`src/rtl/violation_uplink_tx_pkg.sv`:
```
// Shared definitions for the violation uplink transmitter.
//  - Default field widths of a record word R = {board, id, time}. The board
//    field sits in the MSBs and the time field in the LSBs, so rec_time[0]
//    is the first data bit on the line.
//  - Frame state encodings and the line idle level.
package violation_uplink_tx_pkg;

  localparam int BOARD_W_DEF = 3;
  localparam int ID_W_DEF    = 5;
  localparam int TIME_W_DEF  = 19;

  localparam logic [2:0] ST_IDLE   = 3'd0;
  localparam logic [2:0] ST_START  = 3'd1;
  localparam logic [2:0] ST_DATA   = 3'd2;
  localparam logic [2:0] ST_PARITY = 3'd3;
  localparam logic [2:0] ST_STOP   = 3'd4;

  localparam logic LINE_IDLE = 1'b1;

endpackage

```
`src/rtl/violation_uplink_tx_fifo.sv`:
```
// violation_fifo: synchronous FIFO with an occupancy count.
// Ports:
//  clk, reset            clock, synchronous active-high reset
//  wr_en_i, wr_data_i    write request/data (ignored while full)
//  rd_en_i, rd_data_o    read request, head word (valid while !empty_o)
//  count_o               occupancy, 0..DEPTH
//  full_o, empty_o       status flags
module violation_fifo #(
  parameter int DEPTH = 16,
  parameter int W     = 27
) (
  input  logic                       clk,
  input  logic                       reset,
  input  logic                       wr_en_i,
  input  logic [W-1:0]               wr_data_i,
  input  logic                       rd_en_i,
  output logic [W-1:0]               rd_data_o,
  output logic [$clog2(DEPTH):0]     count_o,
  output logic                       full_o,
  output logic                       empty_o
);

  localparam int AW = $clog2(DEPTH);
  localparam int CW = AW + 1;

  logic [W-1:0]  mem_q [DEPTH];
  logic [AW-1:0] wr_ptr_q, wr_ptr_d;
  logic [AW-1:0] rd_ptr_q, rd_ptr_d;
  logic [CW-1:0] count_q, count_d;
  logic          wr_ok, rd_ok;

  assign full_o    = (count_q == CW'(DEPTH));
  assign empty_o   = (count_q == '0);
  assign rd_data_o = mem_q[rd_ptr_q];

  assign wr_ok = wr_en_i & ~full_o;
  assign rd_ok = rd_en_i & ~empty_o;

  // DEPTH is a power of two, so pointers wrap by plain overflow.
  always_comb begin
    wr_ptr_d = wr_ok ? wr_ptr_q + AW'(1) : wr_ptr_q;
    rd_ptr_d = rd_ok ? rd_ptr_q + AW'(1) : rd_ptr_q;
    count_d  = count_q + CW'(wr_ok) - CW'(rd_ok);
  end

  always_ff @(posedge clk) begin
    if (reset) begin
      wr_ptr_q <= '0;
      rd_ptr_q <= '0;
      count_q  <= '0;
    end else begin
      wr_ptr_q <= wr_ptr_d;
      rd_ptr_q <= rd_ptr_d;
      count_q  <= count_d;
    end
  end

  // Storage needs no reset; the count gates every read.
  always_ff @(posedge clk) begin
    if (wr_ok) mem_q[wr_ptr_q] <= wr_data_i;
  end

  assign count_o = count_q;

endmodule

```
`src/rtl/violation_uplink_tx.sv`:
```
// violation_uplink_tx: buffers violation records and sends each one as a
// serial frame: START(0), REC_W data bits LSB first, even parity, STOP(1).
// Every bit is held for BIT_CYCLES clocks; the line idles high.
// Ports:
//  clk, reset                         clock, synchronous active-high reset
//  rec_valid/rec_ready                record handshake (ready = FIFO not full)
//  rec_board, rec_id, rec_time        record fields (id 0 is rejected)
//  tx_line                            registered serial output
//  tx_busy                            frame in progress
//  pending                            FIFO occupancy
//  overflow, clr_overflow             sticky record-lost flag and its clear
module violation_uplink_tx
  import violation_uplink_tx_pkg::*;
#(
  parameter int DEPTH      = 16,
  parameter int BOARD_W    = BOARD_W_DEF,
  parameter int ID_W       = ID_W_DEF,
  parameter int TIME_W     = TIME_W_DEF,
  parameter int BIT_CYCLES = 4
) (
  input  logic                   clk,
  input  logic                   reset,
  input  logic                   rec_valid,
  output logic                   rec_ready,
  input  logic [BOARD_W-1:0]     rec_board,
  input  logic [ID_W-1:0]        rec_id,
  input  logic [TIME_W-1:0]      rec_time,
  output logic                   tx_line,
  output logic                   tx_busy,
  output logic [$clog2(DEPTH):0] pending,
  output logic                   overflow,
  input  logic                   clr_overflow
);

  localparam int REC_W = BOARD_W + ID_W + TIME_W;
  localparam int CW    = (BIT_CYCLES > 1) ? $clog2(BIT_CYCLES) : 1;
  localparam int IW    = $clog2(REC_W);
  localparam logic [CW-1:0] CNT_LAST = CW'(BIT_CYCLES - 1);
  localparam logic [IW-1:0] IDX_LAST = IW'(REC_W - 1);

  logic [REC_W-1:0] rec_word, head;
  logic             full, empty, push, loss, pop, last;

  logic [2:0]       state_q, state_d;
  logic [CW-1:0]    cnt_q, cnt_d;
  logic [IW-1:0]    idx_q, idx_d;
  logic [REC_W-1:0] shreg_q, shreg_d;
  logic             par_q, par_d;
  logic             tx_q, tx_d;
  logic             ovf_q, ovf_d;

  assign rec_word  = {rec_board, rec_id, rec_time};
  assign rec_ready = ~full;
  assign push      = rec_valid & ~full & (rec_id != '0);
  assign loss      = rec_valid & (full | (rec_id == '0));

  violation_fifo #(.DEPTH(DEPTH), .W(REC_W)) u_fifo (
    .clk       (clk),
    .reset     (reset),
    .wr_en_i   (push),
    .wr_data_i (rec_word),
    .rd_en_i   (pop),
    .rd_data_o (head),
    .count_o   (pending),
    .full_o    (full),
    .empty_o   (empty)
  );

  // tx_d is the line level for the state being entered, so the output
  // register always matches state_q without a combinational path.
  always_comb begin
    state_d = state_q;
    cnt_d   = cnt_q;
    idx_d   = idx_q;
    shreg_d = shreg_q;
    par_d   = par_q;
    tx_d    = tx_q;
    pop     = 1'b0;
    last    = (cnt_q == CNT_LAST);
    if (state_q != ST_IDLE) cnt_d = last ? '0 : cnt_q + CW'(1);
    case (state_q)
      ST_IDLE: if (!empty) begin
        pop     = 1'b1;
        shreg_d = head;
        par_d   = ^head;
        idx_d   = '0;
        cnt_d   = '0;
        state_d = ST_START;
        tx_d    = 1'b0;
      end
      ST_START: if (last) begin
        state_d = ST_DATA;
        tx_d    = shreg_q[0];
      end
      ST_DATA: if (last) begin
        if (idx_q == IDX_LAST) begin
          state_d = ST_PARITY;
          tx_d    = par_q;
        end else begin
          idx_d   = idx_q + IW'(1);
          shreg_d = shreg_q >> 1;
          tx_d    = shreg_q[1];
        end
      end
      ST_PARITY: if (last) begin
        state_d = ST_STOP;
        tx_d    = LINE_IDLE;
      end
      ST_STOP: if (last) begin
        state_d = ST_IDLE;
        tx_d    = LINE_IDLE;
      end
      default: begin
        state_d = ST_IDLE;
        tx_d    = LINE_IDLE;
      end
    endcase
  end

  // A new loss wins over a simultaneous clear.
  assign ovf_d = loss | (ovf_q & ~clr_overflow);

  always_ff @(posedge clk) begin
    if (reset) begin
      state_q <= ST_IDLE;
      cnt_q   <= '0;
      idx_q   <= '0;
      shreg_q <= '0;
      par_q   <= 1'b0;
      tx_q    <= LINE_IDLE;
      ovf_q   <= 1'b0;
    end else begin
      state_q <= state_d;
      cnt_q   <= cnt_d;
      idx_q   <= idx_d;
      shreg_q <= shreg_d;
      par_q   <= par_d;
      tx_q    <= tx_d;
      ovf_q   <= ovf_d;
    end
  end

  assign tx_line  = tx_q;
  assign tx_busy  = (state_q != ST_IDLE);
  assign overflow = ovf_q;

endmodule

```
`config.mk`:
```
export PLATFORM = sky130hd
export DESIGN_NAME = violation_uplink_tx
export DESIGN_NICKNAME = d
export VERILOG_FILES = /design/src/rtl/violation_uplink_tx_pkg.sv /design/src/rtl/violation_uplink_tx_fifo.sv /design/src/rtl/violation_uplink_tx.sv
export SDC_FILE = /design/constraint.sdc
export NUM_CORES = 1
export LEC_CHECK = 0
export BUFFER_PORTS_ARGS = -buffer_cell sky130_fd_sc_hd__buf_2
export CORE_MARGIN = 3
export CORE_UTILIZATION = 40
export CTS_BUF_LIST = sky130_fd_sc_hd__clkbuf_8
export CTS_CLUSTER_SIZE = 24
export DETAILED_ROUTE_END_ITERATION = 7
export GPL_TIMING_DRIVEN = 0
export SYNTH_ARGS = -nofsm -noshare
export SYNTH_HDL_FRONTEND = slang
export SYNTH_SLANG_ARGS = --single-unit
```
`constraint.sdc`:
```
create_clock -name clk -period 3.3 [get_ports clk]
set_input_delay 0.165 -clock clk [delete_from_list [all_inputs] [get_ports clk]]
set_output_delay 0.165 -clock clk [all_outputs]
set_load 0.03 [all_outputs]
```
==> flow_summary.yaml, run 1 <==
floorplanning:
  core-area_sq_mm: 0.04695
  rows: 79
  die_area_sq_mm: 0.05070
  initial_core_util: 0.4092
  io_pins: 40
  die_height_um: 225.2
  die_x_um: 225.2
logic_synthesis:
  synth-seq-area-share: 0.7346
  synthesis.area_sq_mm: 0.01921
  yosys-top-cells-area: "edfxtp_1 68%, mux4_2 13%, dfxtp_1 5.9%"
  synth.most_common_cell: "edfxtp_1"
  syn_avg_cell_area_sq_um: 19.43
  syn_nets: 1034
  synth_cells: 989
  synth_top_area_frac: 0.6752
  ys_warn_count: 0
  ys_seq_elements: 489
  synth_flop_cell: "edfxtp_1"
  yosysTopAreaCell: "edfxtp_1"
  yosysUniqueCellTypes: 45
  ys_top_cells_by_count: "432 x edfxtp_1, 115 x mux4_2, 64 x nor2_1, 57 x dfxtp_1, 32 x mux2i_1"
  synth_edf_count: 432
  async_flop_share: 0
timing:
  fmax_mhz: 317.7
  worst_pin_slew_ps: 743.6
  finalCritPeriodShare: 0.9537
  setup_viol: 0
  maxSlewViolCount: 0
  fin_crit_ps: 3147
  final_hold_viol_count: 0
  whs_ps: 407.9
  slew_headroom: 0.5025
  grt_setup_unrepaired: "false"
  fin_skew_ps: 28.91
run_status:
  status: "complete, no violations"
cts:
  clk_pin_slew_worst_paths_ps: 60
  cts_sinks: 489
  cts_tree: "built"
  cts_buffers: 78
  h-tree-depth: 3
  cts_root_buf: "clkbuf_8"
  clock_latency_ps: 640
  clock_path_buffers: 3
critical_path:
  critPathArrivalTime_ps: 3650
  required_ps: 3800
  worstPathCellList: "buf_2 -> inv_2 -> buf_2 -> mux4_2 -> xor2_1 -> xnor2_1 -> xnor3_1 -> nand2_1 -> o211ai_1"
  crit_slowest_cell: "mux4_2"
  path_buf_inv: 3
  crit_family: "buffers and inverters"
  cp-end-kind: "flip-flop"
  critPathMaxFanout: 10
  path_common_cell: "buf_2"
  crit_path_start_kind: "flip-flop"
  path_class: "flip-flop to flip-flop"
  max_stage_delay_ps: 640
  rrSetupSlack_ps: 150
global_routing:
  grt_pass1_wl_um: 66500
  antenna_found_initial: 2
  grt_start_max_net_pins: 18
  grt-ovfl-total: 0
  first_global_vias: 10244
  track_usage: 0.1802
detailed_routing:
  drt_iter0_markers: 1016
  dr.pass1.iters: 5
  ant_nets: 0
  wl_per_cell_um: 24.44
  viasPerCell: 5.472
  drt_drc_violations_left: 0
  wirelength_um: 44900
  vias: 10052
pwr:
  power_density_mw_per_mm2: 771.6
  power.leakage_nw: 7.405
  ir_drop_uv: 500.4
place:
  io_buffer_count: 38
  place_hpwl_um: 27430
  gp_congestion: 0.8026
final_layout:
  drive_gt1_frac: 0.2761
  areaGrowthSynthToFinish_pct: 18.77
  fin_nets: 1215
  finish.utilization: 0.4860
hold_path:
  min_path_type: "input pin to flip-flop"
job:
  drv_cap: 0
## worst min-delay path, stage by stage
cell	delay (ps)
buf_2	80
nor2b_1	40
a21oi_1	100
dlygate4sd3_1	560
nor2_1	40
## through the flow
step	setup slack, ps	TNS [ps]	total power [mW]	instances	cell area [sq um]
CTS	9.712	0	17.67	1835	22750
finish	152.6	0	17.61	1837	22820
global route	10.13	0	18.44	1837	22820
global placement	-2207	-662830	12.79	1634	20200
detailed placement	-266.8	-12820	12.90	1654	20770
floorplan	-186.7	-37640	11.37	989	19250
## final timing paths
path | startpoint | to | cells after the start
max reg2reg | flip-flop | par_q | 9
min | clr_overflow | overflow | 5
max | flip-flop | par_q | 9
min reg2reg | shreg_q[20] | shreg_q[20] | 2
## timing repair
item,in CTS,in global routing
endpoints found under the hold margin,450,0
hold buffers,30,0
setup endpoints to repair,185,116
pin swaps,11,1
setup buffers,13,0
resized for setup,5,29
## cells in the final DEF, fill, tap and decap left out, types with 11 or more instances in the layout
cell type / count
nand2_1: 29
mux2i_1: 32
a22oi_1: 18
clkinv_1: 16
ha_1: 13
edfxtp_1: 432
buf_2: 45
nor2_1: 51
nor3_1: 18
xor2_1: 14
a21oi_1: 23
buf_12: 21
a211oi_1: 25
inv_1: 35
xnor2_1: 17
clkbuf_1: 18
mux4_2: 115
dlygate4sd3_1: 30
dfxtp_1: 57
nor2_4: 12
clkbuf_8: 84
buf_16: 11
## flip-flops by register name, summed over array words and instances, names as in the netlist, 2 cells and up, named ones only
signal           flops
u_fifo.wr_ptr_q      4
cnt_q                2
idx_q                5
u_fifo.count_o       5
shreg_q             27
u_fifo.mem_q       432
u_fifo.rd_ptr_q      4
state_q              3
## cell families (layout without fill, tap and decap cells)
logic type	Yosys count	in the layout	synth area share
AO/OA/AOI/OAI	90	90	0.03217
XOR/XNOR	37	37	0.01869
other	0	2	0
AND/OR/NAND/NOR	149	149	0.03516
buffers and inverters	62	301	0.01784
multiplexers	148	148	0.1521
flip-flops	489	489	0.7346
adder cells (fa/ha/maj)	14	14	0.009508
## power by group
part / switching, mW / leakage (nW) / internal [mW]
clock network: 2.28 / 0.806 / 2.42
registers: 0.153 / 4.37 / 7.10
logic: 2.97 / 2.23 / 2.68
total: 5.40 / 7.41 / 12.2
## layer usage
| layer | wire length, um | share of wire | up-vias | track usage |
|---|---|---|---|---|
| li1 | - | - | 4385 | - |
| met1 | 20540 | 0.46 | 5313 | 0.2646 |
| met2 | 20910 | 0.47 | 302 | 0.2761 |
| met3 | 2638 | 0.059 | 52 | 0.03465 |
| met4 | 813 | 0.018 | 0 | 0.05494 |
| met5 | 0 | 0 | - | 0 |
## area by class of cell
class | count | area, sq um
clock buffer | 84 | 1156
sequential | 489 | 14110
multi-input combinational | 438 | 4928
clock inverter | 54 | 255.2
tap | 607 | 759.5
inverter | 10 | 37.54
buffer | 52 | 341.6
antenna | 2 | 5.005
fill | 3825 | 24130
timing repair buffer | 101 | 1224
(Power assumes the default switching activity.)
==> inputs of run 2 (changes only) <==
--- a/config.mk
+++ b/config.mk
@@ -6,12 +6,15 @@
 export NUM_CORES = 1
 export LEC_CHECK = 0
 export BUFFER_PORTS_ARGS = -buffer_cell sky130_fd_sc_hd__buf_2
+export CELL_PAD_IN_SITES_DETAIL_PLACEMENT = 1
+export CELL_PAD_IN_SITES_GLOBAL_PLACEMENT = 1
 export CORE_MARGIN = 3
 export CORE_UTILIZATION = 40
 export CTS_BUF_LIST = sky130_fd_sc_hd__clkbuf_8
 export CTS_CLUSTER_SIZE = 24
 export DETAILED_ROUTE_END_ITERATION = 7
 export GPL_TIMING_DRIVEN = 0
+export PLACE_DENSITY_LB_ADDON = 0.1
 export SYNTH_ARGS = -nofsm -noshare
 export SYNTH_HDL_FRONTEND = slang
 export SYNTH_SLANG_ARGS = --single-unit
==> flow_summary.yaml, run 2 (synthesized netlist as in run 1, its figures left out) <==
place:
  gp_congestion: 0.7117
  io_buffer_count: 38
  dp_slack_ps: -735.8
  place_hpwl_um: 32230
global_routing:
  grt_start_max_net_pins: 21
  first_global_vias: 10611
  grt-ovfl-total: 0
  antenna_found_initial: 0
  track_usage: 0.2042
  grt_pass1_wl_um: 73740
cts:
  cts_sinks: 489
  cts_buffers: 84
  cts_tree: "built"
  h-tree-depth: 3
  clock_latency_ps: 640
  clock_path_buffers: 3
  clk_pin_slew_worst_paths_ps: 60
  cts_root_buf: "clkbuf_8"
floorplanning:
  die_height_um: 225.2
  die_x_um: 225.2
  rows: 79
  core-area_sq_mm: 0.04695
  initial_core_util: 0.4092
  die_area_sq_mm: 0.05070
  io_pins: 40
timing:
  slew_headroom: 0.3804
  maxSlewViolCount: 0
  grt_setup_unrepaired: "true"
  fin_skew_ps: 27.23
  fin_ws_ps: 134.8
  whs_ps: 364.4
  setup_viol: 0
  finalCritPeriodShare: 0.9591
  fmax_mhz: 315.9
  tns_ps: 0
  final_hold_viol_count: 0
  worst_pin_slew_ps: 926.0
  fin_crit_ps: 3165
final_layout:
  areaGrowthSynthToFinish_pct: 18.16
  seqCellArea_sq_mm: 0.01411
  n_antenna_cell: 0
  fin_nets: 1222
  multi_input_area_sq_mm: 0.004922
  final.fill_count: 4350
  drive_gt1_frac: 0.2741
  top_register: "u_fifo.mem_q"
  final_common_cell: "edfxtp_1"
  reg_top3: "u_fifo.mem_q x432, shreg_q x27"
  final_cell_mix: "432 x edfxtp_1, 115 x mux4_2, 88 x clkbuf_8"
  finish.utilization: 0.4835
  largest_register_ffs: 432
pwr:
  ir_drop_uv: 519.1
  power.leakage_nw: 7.427
  power_density_mw_per_mm2: 790.2
detailed_routing:
  dr.pass1.iters: 4
  wl_per_cell_um: 27.33
  vias: 10060
  wirelength_um: 50400
  drt_drc_violations_left: 0
  ant_nets: 0
  drt_iter0_markers: 799
  viasPerCell: 5.456
critical_path:
  path_class: "flip-flop to flip-flop"
  cp-end-kind: "flip-flop"
  required_ps: 3870
  critPathArrivalTime_ps: 3730
  crit_path_start_kind: "flip-flop"
  critPathMaxFanout: 10
run_status:
  status: "complete, no violations"
hold_path:
  min_path_type: "input pin to flip-flop"
job:
  drv_cap: 0
## run 2: stage by stage
step	instance area (sq um)	cells	power, mW
3_3_place_gp	20200	1634	13.00
5_1_grt	22700	1844	18.89
4_1_cts	22620	1840	18.16
2_1_floorplan	19250	989	11.37
6_report	22700	1844	17.94
3_5_place_dp	20770	1657	13.11
## run 2: final cells by class
class | instances | share of cell area
buffer | 52 | 0.01499
clock inverter | 58 | 0.01113
tap | 607 | 0.03345
multi-input combinational | 438 | 0.2168
timing repair buffer | 102 | 0.04696
clock buffer | 88 | 0.05335
sequential | 489 | 0.6217
inverter | 10 | 0.001653
## run 2: worst paths after layout
| path | end | start | cells past startpoint | slack [ps] |
|---|---|---|---|---|
| max | par_q | flip-flop | 12 | 130 |
| min | overflow | clr_overflow | 5 | 360 |
| max reg2reg | par_q | flip-flop | 12 | 130 |
| min reg2reg | shreg_q[20] | shreg_q[20] | 2 | 450 |
## run 2: metal layers
layer,up-vias,global-route usage,part of all wire
li1,4403,-,-
met1,5323,0.2972,0.46
met2,274,0.3144,0.47
met3,60,0.03764,0.053
met4,0,0.06745,0.022
met5,-,0,0
## run 2: repair_timing
item,in CTS,in global routing
pin swaps,5,2
hold buffers,30,0
gates resized for setup,17,14
endpoints found under the setup margin,434,42
setup buffers,7,4
cloned,0,0
endpoints found under the hold margin,454,0
## run 2: power breakdown
part / switching (mW) / leakage (nW) / internal (mW)
Sequential: 0.162 / 4.37 / 7.11
Clock: 2.36 / 0.876 / 2.52
Combinational: 3.12 / 2.18 / 2.67
## run 2: worst max-delay path, stage by stage, from the launching register on
cell and delay [ps]:
dfxtp_1 330, buf_6 190, buf_6 230, buf_8 230, mux4_2 520, a22oi_1 270, nand2_1 110, xnor2_1 150
xnor2_1 280, xnor3_2 450, nor3_1 160, nand2_1 70, o211ai_1 80
